$ cat src/rtl/mem_stage.sv
// mem_stage: memory-access stage that sits after the execute stage.
//
// It takes the EX result as the effective address, rs2 as store data, funct3
// and the memread/memwrite/memtoreg controls. Each aligned load or store runs
// one request/acknowledge transaction on the data-memory bus. The upstream
// pipeline is stalled until that transaction completes. Load data is aligned
// and extended, and the stage then produces the writeback value.
//
// Bus handshake: in IDLE the stage registers the address, byte enables, data
// and one strobe (o_DM_rd or o_DM_wr), then moves to BUSY. It holds all of
// them stable until i_DM_ack is sampled high. The strobe drops at that edge
// and the stage spends one DONE cycle before returning to IDLE. i_DM_ack is
// only looked at in BUSY.
//
// Optional feature macro: MEM_BUS_TIMEOUT_EN. When it is defined, a watchdog
// abandons a BUSY phase after TIMEOUT_CYCLES cycles without an ack and raises
// o_bus_err for the DONE cycle. When it is undefined, o_bus_err is tied to 0.
//
// Ports:
//   i_clk, i_rst          clock (rising edge), synchronous active-high reset
//   i_res                 EX result / effective address
//   i_wr_data             store data (rs2)
//   i_f3                  funct3 (size in [1:0], unsigned load in [2])
//   i_memread, i_memwrite load / store request (store wins if both are set)
//   i_memtoreg            select load data for writeback
//   o_DM_addr/wdata/be    word-aligned address, lane-replicated data, enables
//   o_DM_rd, o_DM_wr      read / write strobes
//   i_DM_ack, i_DM_rdata  slave acknowledge and read data (valid with ack)
//   o_wb_data             writeback value
//   o_stall               hold the upstream pipeline
//   o_misaligned          misaligned access (no bus transaction issued)
//   o_bus_err             bus timeout flag (feature build only)
module mem_stage #(
    parameter int XLEN           = 32,
    parameter int TIMEOUT_CYCLES = 255
) (
    input  logic            i_clk,
    input  logic            i_rst,
    input  logic [XLEN-1:0] i_res,
    input  logic [XLEN-1:0] i_wr_data,
    input  logic [2:0]      i_f3,
    input  logic            i_memread,
    input  logic            i_memwrite,
    input  logic            i_memtoreg,
    output logic [XLEN-1:0] o_DM_addr,
    output logic [XLEN-1:0] o_DM_wdata,
    output logic [3:0]      o_DM_be,
    output logic            o_DM_rd,
    output logic            o_DM_wr,
    input  logic            i_DM_ack,
    input  logic [XLEN-1:0] i_DM_rdata,
    output logic [XLEN-1:0] o_wb_data,
    output logic            o_stall,
    output logic            o_misaligned,
    output logic            o_bus_err
);

    typedef enum logic [1:0] {
        S_IDLE = 2'd0,
        S_BUSY = 2'd1,
        S_DONE = 2'd2
    } state_t;

    state_t            r_state;
    state_t            w_next;

    logic [XLEN-1:0]   r_DM_addr;
    logic [XLEN-1:0]   r_DM_wdata;
    logic [3:0]        r_DM_be;
    logic              r_DM_rd;
    logic              r_DM_wr;
    logic [XLEN-1:0]   r_rdata;
    logic [1:0]        r_a_lat;
    logic [2:0]        r_f3_lat;

    logic              w_acc;
    logic              w_half;
    logic              w_word;
    logic              w_mis;
    logic              w_start;
    logic              w_timeout;
    logic [XLEN-1:0]   w_shift;
    logic [XLEN-1:0]   w_load;

    assign w_acc   = i_memread | i_memwrite;
    assign w_half  = (i_f3[1:0] == 2'b01);
    assign w_word  = i_f3[1];
    assign w_mis   = w_acc & ((w_half & i_res[0]) | (w_word & (|i_res[1:0])));
    assign w_start = (r_state == S_IDLE) & w_acc & ~w_mis;

`ifdef MEM_BUS_TIMEOUT_EN
    // Counts BUSY cycles without an ack. Fires on the cycle that would bring
    // the count up to TIMEOUT_CYCLES. An ack in that same cycle still wins.
    localparam logic [7:0] TMO_LAST = 8'(TIMEOUT_CYCLES - 1);
    logic [7:0] r_cnt;
    logic       r_bus_err;

    assign w_timeout = (r_state == S_BUSY) & ~i_DM_ack & (r_cnt == TMO_LAST);
    assign o_bus_err = r_bus_err;

    always_ff @(posedge i_clk) begin
        if (i_rst) begin
            r_cnt     <= '0;
            r_bus_err <= 1'b0;
        end else begin
            if (w_start)
                r_cnt <= '0;
            else if (r_state == S_BUSY && !i_DM_ack)
                r_cnt <= r_cnt + 8'd1;
            r_bus_err <= w_timeout;
        end
    end
`else
    assign w_timeout = 1'b0;
    assign o_bus_err = 1'b0;
`endif

    // State register
    always_ff @(posedge i_clk) begin
        if (i_rst)
            r_state <= S_IDLE;
        else
            r_state <= w_next;
    end

    // Next state and stall
    always_comb begin
        w_next  = r_state;
        o_stall = 1'b0;
        case (r_state)
            S_IDLE: begin
                o_stall = w_start;
                if (w_start)
                    w_next = S_BUSY;
            end
            S_BUSY: begin
                o_stall = 1'b1;
                if (i_DM_ack || w_timeout)
                    w_next = S_DONE;
            end
            S_DONE:  w_next = S_IDLE;
            default: w_next = S_IDLE;
        endcase
    end

    // Bus request registers and read-data capture
    always_ff @(posedge i_clk) begin
        if (i_rst) begin
            r_DM_addr  <= '0;
            r_DM_wdata <= '0;
            r_DM_be    <= '0;
            r_DM_rd    <= 1'b0;
            r_DM_wr    <= 1'b0;
            r_rdata    <= '0;
            r_a_lat    <= '0;
            r_f3_lat   <= '0;
        end else begin
            if (w_start) begin
                r_DM_addr <= {i_res[XLEN-1:2], 2'b00};
                if (w_word) begin
                    r_DM_be    <= 4'b1111;
                    r_DM_wdata <= i_wr_data;
                end else if (w_half) begin
                    r_DM_be    <= 4'b0011 << {i_res[1], 1'b0};
                    r_DM_wdata <= {2{i_wr_data[15:0]}};
                end else begin
                    r_DM_be    <= 4'b0001 << i_res[1:0];
                    r_DM_wdata <= {4{i_wr_data[7:0]}};
                end
                r_DM_wr  <= i_memwrite;
                r_DM_rd  <= ~i_memwrite;
                r_a_lat  <= i_res[1:0];
                r_f3_lat <= i_f3;
            end else if (r_state == S_BUSY) begin
                if (i_DM_ack) begin
                    r_DM_rd <= 1'b0;
                    r_DM_wr <= 1'b0;
                    if (r_DM_rd)
                        r_rdata <= i_DM_rdata;
                end else if (w_timeout) begin
                    r_DM_rd <= 1'b0;
                    r_DM_wr <= 1'b0;
                    r_rdata <= '0;
                end
            end
        end
    end

    assign o_DM_addr    = r_DM_addr;
    assign o_DM_wdata   = r_DM_wdata;
    assign o_DM_be      = r_DM_be;
    assign o_DM_rd      = r_DM_rd;
    assign o_DM_wr      = r_DM_wr;
    assign o_misaligned = w_mis;

    // Bring the addressed lane down to bit 0, then extend it to full width
    assign w_shift = r_rdata >> {r_a_lat, 3'b000};

    always_comb begin
        w_load = w_shift;
        case (r_f3_lat[1:0])
            2'b00: w_load = r_f3_lat[2] ? {24'd0, w_shift[7:0]}
                                        : {{24{w_shift[7]}}, w_shift[7:0]};
            2'b01: w_load = r_f3_lat[2] ? {16'd0, w_shift[15:0]}
                                        : {{16{w_shift[15]}}, w_shift[15:0]};
            default: w_load = w_shift;
        endcase
    end

    assign o_wb_data = i_memtoreg ? w_load : i_res;

endmodule

$ cat config.mk
export PLATFORM = sky130hd
export DESIGN_NAME = mem_stage
export DESIGN_NICKNAME = d
export VERILOG_FILES = /design/src/rtl/mem_stage.sv
export SDC_FILE = /design/constraint.sdc
export NUM_CORES = 1
export LEC_CHECK = 0
export BUFFER_PORTS_ARGS = -buffer_cell sky130_fd_sc_hd__buf_4
export CAP_MARGIN = 20
export CORE_MARGIN = 4
export CORE_UTILIZATION = 35
export DETAILED_ROUTE_END_ITERATION = 10
export SYNTH_ARGS = -nofsm -noshare
export SYNTH_HDL_FRONTEND = slang
export SYNTH_SLANG_ARGS = --single-unit
$ cat constraint.sdc
create_clock -name i_clk -period 2.6 [get_ports i_clk]
set_clock_uncertainty 0.2 [all_clocks]
set_input_delay 0.26 -clock i_clk [delete_from_list [all_inputs] [get_ports i_clk]]
set_output_delay 0.26 -clock i_clk [all_outputs]
set_load 0.01 [all_outputs]
==> impl_metrics.env, run 1 <==
export IMPL_status="complete, no violations"
export IMPL_overflow=0
export IMPL_min_path_type="input port to flip-flop"
export IMPL_final_util_pct=54.4
export IMPL_synth_edff_count=0
export IMPL_synth_seq_cells=107
export IMPL_cp_max_fo=8
export IMPL_dp_hpwl_mm=13.9
export IMPL_relSlewSlack_pct=58.5
export IMPL_io_pins=210
export IMPL_crit_buf_inv=3
export IMPL_cellLeakagePower_nw=3.31
export IMPL_crit_type="flip-flop to primary output"
export IMPL_r2r_start="r_state[1]$_SDFFE_PP0P_"
export IMPL_gp_congestion=0.907
export IMPL_cap_violations=0
export IMPL_fin_area_um2=7870
export IMPL_synth_top_cells_by_count="nand2_1, dfxtp_1, a21oi_1"
export IMPL_min_period_ns=2.49
export IMPL_std_cell_rows=44
export IMPL_detail_route_wirelength_mm=19.0
export IMPL_post_route_period_util_pct=95.9
export IMPL_worst_setup_path_start_kind="flip-flop"
export IMPL_hp_start="i_DM_rdata[3]"
export IMPL_antenna_left=0
export IMPL_die_area_um2=16800
export IMPL_cp_slowest_cell="mux4_2"
export IMPL_grt_setup_unrepaired="no"
export IMPL_maxSlewViolCount=0
export IMPL_track_usage_pct=22.3
export IMPL_first_pass_iters=4
export IMPL_worstPathArrival_ns=2.03
export IMPL_yosys_warnings=0
export IMPL_hold_end="r_rdata[3]$_SDFFE_PP0P_"
export IMPL_grt_pass1_vias=5676
export IMPL_finalHoldViolCount=0
export IMPL_placed_area_um2=6810
export IMPL_antenna_found_initial=0
export IMPL_die_y_um=129
export IMPL_required_ns=2.14
export IMPL_drive_gt1_share_pct=29.9
export IMPL_wire_per_inst_um=17.3
export IMPL_first_iter_violations=261
export IMPL_placed_cells=1005
export IMPL_path_cells="buf_4, mux4_2, inv_1, o21ai_2, o211a_1, buf_4"
export IMPL_grt_pass1_wl_mm=29.6
export IMPL_synthCells=655
export IMPL_reg2reg_setup_slack_ns=0.73
export IMPL_worst_pin_slew_ns=0.618
export IMPL_ctsHtreeMaxLevel=3
export IMPL_insertion_delay_ns=0.35
export IMPL_max_stage_delay_ns=0.54
export IMPL_fmax_ghz=0.401
export IMPL_hold_depth=3
export IMPL_synth_ff_type="dfxtp_1"
export IMPL_syn_avg_cell_area_um2=7.88
export IMPL_critical_path_most_common_cell="buf_4"
export IMPL_syn_area_um2=5160
export IMPL_drc_errors=0
export IMPL_r2r_end="o_DM_wdata[15]$_SDFFE_PP0P_"
export IMPL_finalNetCount=1016
export IMPL_yosysMostFrequentCell="nand2_1"
export IMPL_portBuffers=206
export IMPL_stdcell_count=1099
export IMPL_netlist_top_cells_area="dfxtp_1, nand2_1, a21oi_1, mux2i_1, mux2_2"
export IMPL_post_drt_via_cell_ratio=5.03
export IMPL_vias=5525
export IMPL_peakVddDrop_v=0.000379
export IMPL_ys_types=36
export IMPL_area_growth_pct=52.5
export IMPL_clockBufferDepth=2
export IMPL_grt_max_degree=50
export IMPL_core_um2=14500
export IMPL_start_util_pct=35.6
export IMPL_cp_top_family="multiplexers"
export IMPL_cts_buffers=9
export IMPL_die_w_um=129
export IMPL_path_clk_slew_ns=0.07
export IMPL_cp_end_kind="primary output"
export IMPL_cts_root_buf="clkbuf_16"
export IMPL_diodes=0
export IMPL_nFillCells=1379
export IMPL_cellPowerDensity_nw_per_um2=525
export IMPL_fin_tns_setup_ns=0
export IMPL_cts_sinks=107
export IMPL_yosysSeqAreaShare_pct=41.5
export IMPL_rr_worst_depth=5
export IMPL_finalSetupViolCount=0
export IMPL_yosysTopAreaCell="dfxtp_1"
export IMPL_cts_tree="done"
export IMPL_synthArstFlopShare_pct=0
export IMPL_synth_top_cell_area_share_pct=41.5
export IMPL_power_mw=4.13
-- tightest hold or removal path, stage by stage --
cell and delay [ns]:
buf_4 0.11, nand2_1 0.08, a21oi_1 0.07
-- power breakdown --
group	switching (mW)	internal (mW)	leakage, nW
Combinational	0.517	0.527	2.30
Sequential	0.0609	1.74	0.875
Clock	0.617	0.672	0.132
Total	1.19	2.94	3.31
-- flip-flops by register name, indices dropped and copies added, names as in the netlist --
signal	cells
r_f3_lat	3
r_a_lat	2
r_rdata	32
o_DM_rd	1
o_DM_addr	30
o_DM_wr	1
o_DM_wdata	32
o_DM_be	4
r_state	2
-- metrics by stage --
stage,hold slack (ns),worst slack (ns)
4_1_cts,0.00000216,0.104
3_3_place_gp,0.242,0.233
3_5_place_dp,0.250,0.117
6_report,0.0152,0.107
2_1_floorplan,0.196,0.784
5_1_grt,0.0130,0.0190
-- layout make-up --
| type | instances | area (µm²) | area share (%) |
|---|---|---|---|
| Tap cell | 184 | 230 | 2.92 |
| Sequential cell | 107 | 2140 | 27.2 |
| Clock buffer | 11 | 243 | 3.08 |
| Inverter | 22 | 82.6 | 1.05 |
| Multi-Input combinational cell | 472 | 2690 | 34.2 |
| Clock inverter | 4 | 26.3 | 0.334 |
| Timing Repair Buffer | 299 | 2460 | 31.2 |
-- layer usage --
layer / share of wire [%] / vias to the layer above / GRT usage [%]
met5: 0 / - / 0
met4: 1.6 / 0 / 5.38
met3: 8.7 / 20 / 7.67
met2: 50 / 191 / 40.0
met1: 40 / 2560 / 25.6
li1: - / 2754 / -
-- layout by cell type (no fill, tap or decap), drive strengths merged, types with 16 or more instances in the layout --
cell type / count
a211oi: 16
a21oi: 98
buf: 224
dfxtp: 107
dlygate4sd3: 75
inv: 22
mux2i: 31
nand2: 186
nor2: 29
o21ai: 25
o221ai: 16
-- worst max-delay path by stage --
| stage | startpoint | end | depth (start not counted) |
|---|---|---|---|
| after floorplan | r_a_lat[0]$_SDFFE_PP0P_ | o_wb_data[31] | 5 |
| after global placement | r_a_lat[0]$_SDFFE_PP0P_ | o_wb_data[23] | 5 |
| after detailed placement | r_a_lat[0]$_SDFFE_PP0P_ | o_wb_data[23] | 5 |
| after CTS | r_a_lat[0]$_SDFFE_PP0P_ | o_wb_data[15] | 6 |
| after global routing | r_a_lat[0]$_SDFFE_PP0P_ | o_wb_data[10] | 6 |
| final | r_a_lat[0]$_SDFFE_PP0P_ | o_wb_data[10] | 6 |
-- cells by family after synthesis --
group	share of synthesized area [%]
mux	8.85
simple gates	18.6
compound gates	23.8
other cells	0.0727
flops	41.5
buf+inv	7.15
-- repair_timing --
item,4_1_cts,5_1_grt
setup endpoints to repair,19,0
hold endpoints to repair,77,0
hold buffers,75,0
gates resized for setup,3,0
setup buffers,4,0
(Power assumes the default switching activity.)
==> inputs of run 2 (changes only) <==
--- a/config.mk
+++ b/config.mk
@@ -8,8 +8,10 @@
 export BUFFER_PORTS_ARGS = -buffer_cell sky130_fd_sc_hd__buf_4
 export CAP_MARGIN = 20
 export CORE_MARGIN = 4
-export CORE_UTILIZATION = 35
+export CORE_UTILIZATION = 52
 export DETAILED_ROUTE_END_ITERATION = 10
+export PLACE_DENSITY = 0.85
+export RECOVER_POWER = 50
 export SYNTH_ARGS = -nofsm -noshare
 export SYNTH_HDL_FRONTEND = slang
 export SYNTH_SLANG_ARGS = --single-unit
==> impl_metrics.env, run 2 (synthesis results as in run 1) <==
export IMPL_antenna_found_initial=0
export IMPL_first_pass_iters=5
export IMPL_dp_hpwl_mm=12.8
export IMPL_fmax_ghz=0.406
export IMPL_finalSetupViolCount=0
export IMPL_clockBufferDepth=2
export IMPL_die_w_um=108
export IMPL_final_common_cell="nand2_1"
export IMPL_power_mw=3.85
export IMPL_ctsHtreeMaxLevel=3
export IMPL_cp_slowest_cell="dfxtp_1"
export IMPL_peakVddDrop_v=0.000348
export IMPL_timing_hold_ws_ns=0.0111
export IMPL_worstPathArrival_ns=2.01
export IMPL_grt_max_degree=74
export IMPL_cts_root_buf="clkbuf_8"
export IMPL_std_cell_rows=36
export IMPL_finalHoldViolCount=0
export IMPL_overflow=0
export IMPL_power_internal_mw=2.67
export IMPL_io_pins=210
export IMPL_core_um2=9730
export IMPL_place_worst_setup_slack_ns=0.209
export IMPL_fin_tns_setup_ns=0
export IMPL_path_cells="mux2i_1, a311oi_1, o211ai_4, buf_12, o221ai_1, buf_4"
export IMPL_final_cell_mix="nand2_1, buf_4, dfxtp_1"
export IMPL_power_frac_seq_pct=46.8
export IMPL_wire_per_inst_um=18.3
export IMPL_finalNetCount=1016
export IMPL_cts_sinks=107
export IMPL_worst_pin_slew_ns=1.03
export IMPL_maxSlewViolCount=0
export IMPL_worst_setup_path_start_kind="flip-flop"
export IMPL_vias=5966
export IMPL_post_route_period_util_pct=94.8
export IMPL_drt_met1_wl_mm=6.88
export IMPL_p_sw_share_pct=30.6
export IMPL_required_ns=2.14
export IMPL_cellLeakagePower_nw=2.99
export IMPL_gp_congestion=0.885
export IMPL_clockPowerShare_pct=27.5
export IMPL_dr_wl_met2_mm=9.33
export IMPL_post_drt_via_cell_ratio=5.68
export IMPL_max_stage_delay_ns=0.45
export IMPL_grt_setup_unrepaired="no"
export IMPL_path_clk_slew_ns=0.10
export IMPL_cp_end_kind="primary output"
export IMPL_cp_max_fo=15
export IMPL_route_met3_wl_mm=1.95
export IMPL_grt_pass1_vias=5909
export IMPL_die_area_um2=11600
export IMPL_first_iter_violations=504
export IMPL_final_util_pct=77.3
export IMPL_drive_gt1_share_pct=21.7
export IMPL_area_growth_pct=45.7
export IMPL_track_usage_pct=32.3
export IMPL_min_period_ns=2.47
export IMPL_detail_route_wirelength_mm=19.2
export IMPL_cp_top_family="compound AO/OA/AOI/OAI gates"
export IMPL_min_path_type="input port to flip-flop"
export IMPL_nFillCells=706
export IMPL_portBuffers=206
export IMPL_relSlewSlack_pct=31.0
export IMPL_cts_buffers=9
export IMPL_cts_tree="done"
export IMPL_die_y_um=108
export IMPL_grt_pass1_wl_mm=29.5
export IMPL_start_util_pct=53.0
export IMPL_top_layer="met4"
export IMPL_insertion_delay_ns=0.36
export IMPL_setup_ws_ns=0.134
export IMPL_switchingPower_mw=1.18
export IMPL_antenna_left=0
export IMPL_status="complete, no violations"
export IMPL_crit_buf_inv=2
export IMPL_cellPowerDensity_nw_per_um2=512
export IMPL_crit_type="flip-flop to primary output"
export IMPL_cap_violations=0
export IMPL_drc_errors=0
export IMPL_combPwrFrac_pct=25.7
-- run 2: path summary, 6_finish.rpt --
| kind | startpoint | slack [ns] | depth (start not counted) | endpoint |
|---|---|---|---|---|
| setup / recovery | r_rdata[31]$_SDFFE_PP0P_ | 0.13 | 6 | o_wb_data[21] |
| hold / removal | i_wr_data[28] | 0.01 | 3 | o_DM_wdata[28]$_SDFFE_PP0P_ |
| setup reg to reg | r_state[1]$_SDFFE_PP0P_ | 0.49 | 4 | r_rdata[20]$_SDFFE_PP0P_ |
| hold reg to reg | r_rdata[3]$_SDFFE_PP0P_ | 0.25 | 2 | r_rdata[3]$_SDFFE_PP0P_ |
-- run 2: repair_timing --
action,CTS,global route
setup buffers,1,0
endpoints found under the setup margin,15,15
gates resized for setup,1,4
endpoints found under the hold margin,83,0
hold buffers,82,0
pin swaps,1,0
-- run 2: per-stage QoR --
stage	cell area, µm²	std cells
global route	7520	1049
CTS	7770	1049
floorplan	5170	657
global placement	6710	950
finish	7520	1050
detailed placement	6710	950
-- run 2: worst reg2reg max path, cell delays in order, from the launching register on --
cell	delay, ns
dfxtp_1	0.41
nand3b_1	0.22
or2_1	0.83
nand2_1	0.18
a21oi_1	0.20
-- run 2: power groups by stage --
stage | registers (mW) | logic [mW] | clock network, mW
finish | 1.80 | 0.991 | 1.06
global route | 1.81 | 1.06 | 1.12
CTS | 1.80 | 1.03 | 1.07
detailed placement | 1.84 | 0.922 | 0
global placement | 1.83 | 0.900 | 0
floorplan | 1.87 | 0.440 | 0
-- run 2: metal layers --
| metal | vias up | GRT usage, % |
|---|---|---|
| met5 | - | 0 |
| met4 | 0 | 19.5 |
| met3 | 87 | 8.04 |
| met2 | 375 | 55.9 |
| met1 | 2748 | 35.3 |
| li1 | 2756 | - |
-- run 2: area by class of cell --
class | count | area, µm² | share of cell area (%)
clock buffer | 11 | 141 | 1.88
tap | 133 | 166 | 2.21
clock inverter | 5 | 62.6 | 0.832
timing repair buffer | 299 | 2240 | 29.7
antenna | 1 | 2.50 | 0.0333
multi-input combinational | 472 | 2690 | 35.7
sequential | 107 | 2140 | 28.5
inverter | 22 | 82.6 | 1.10
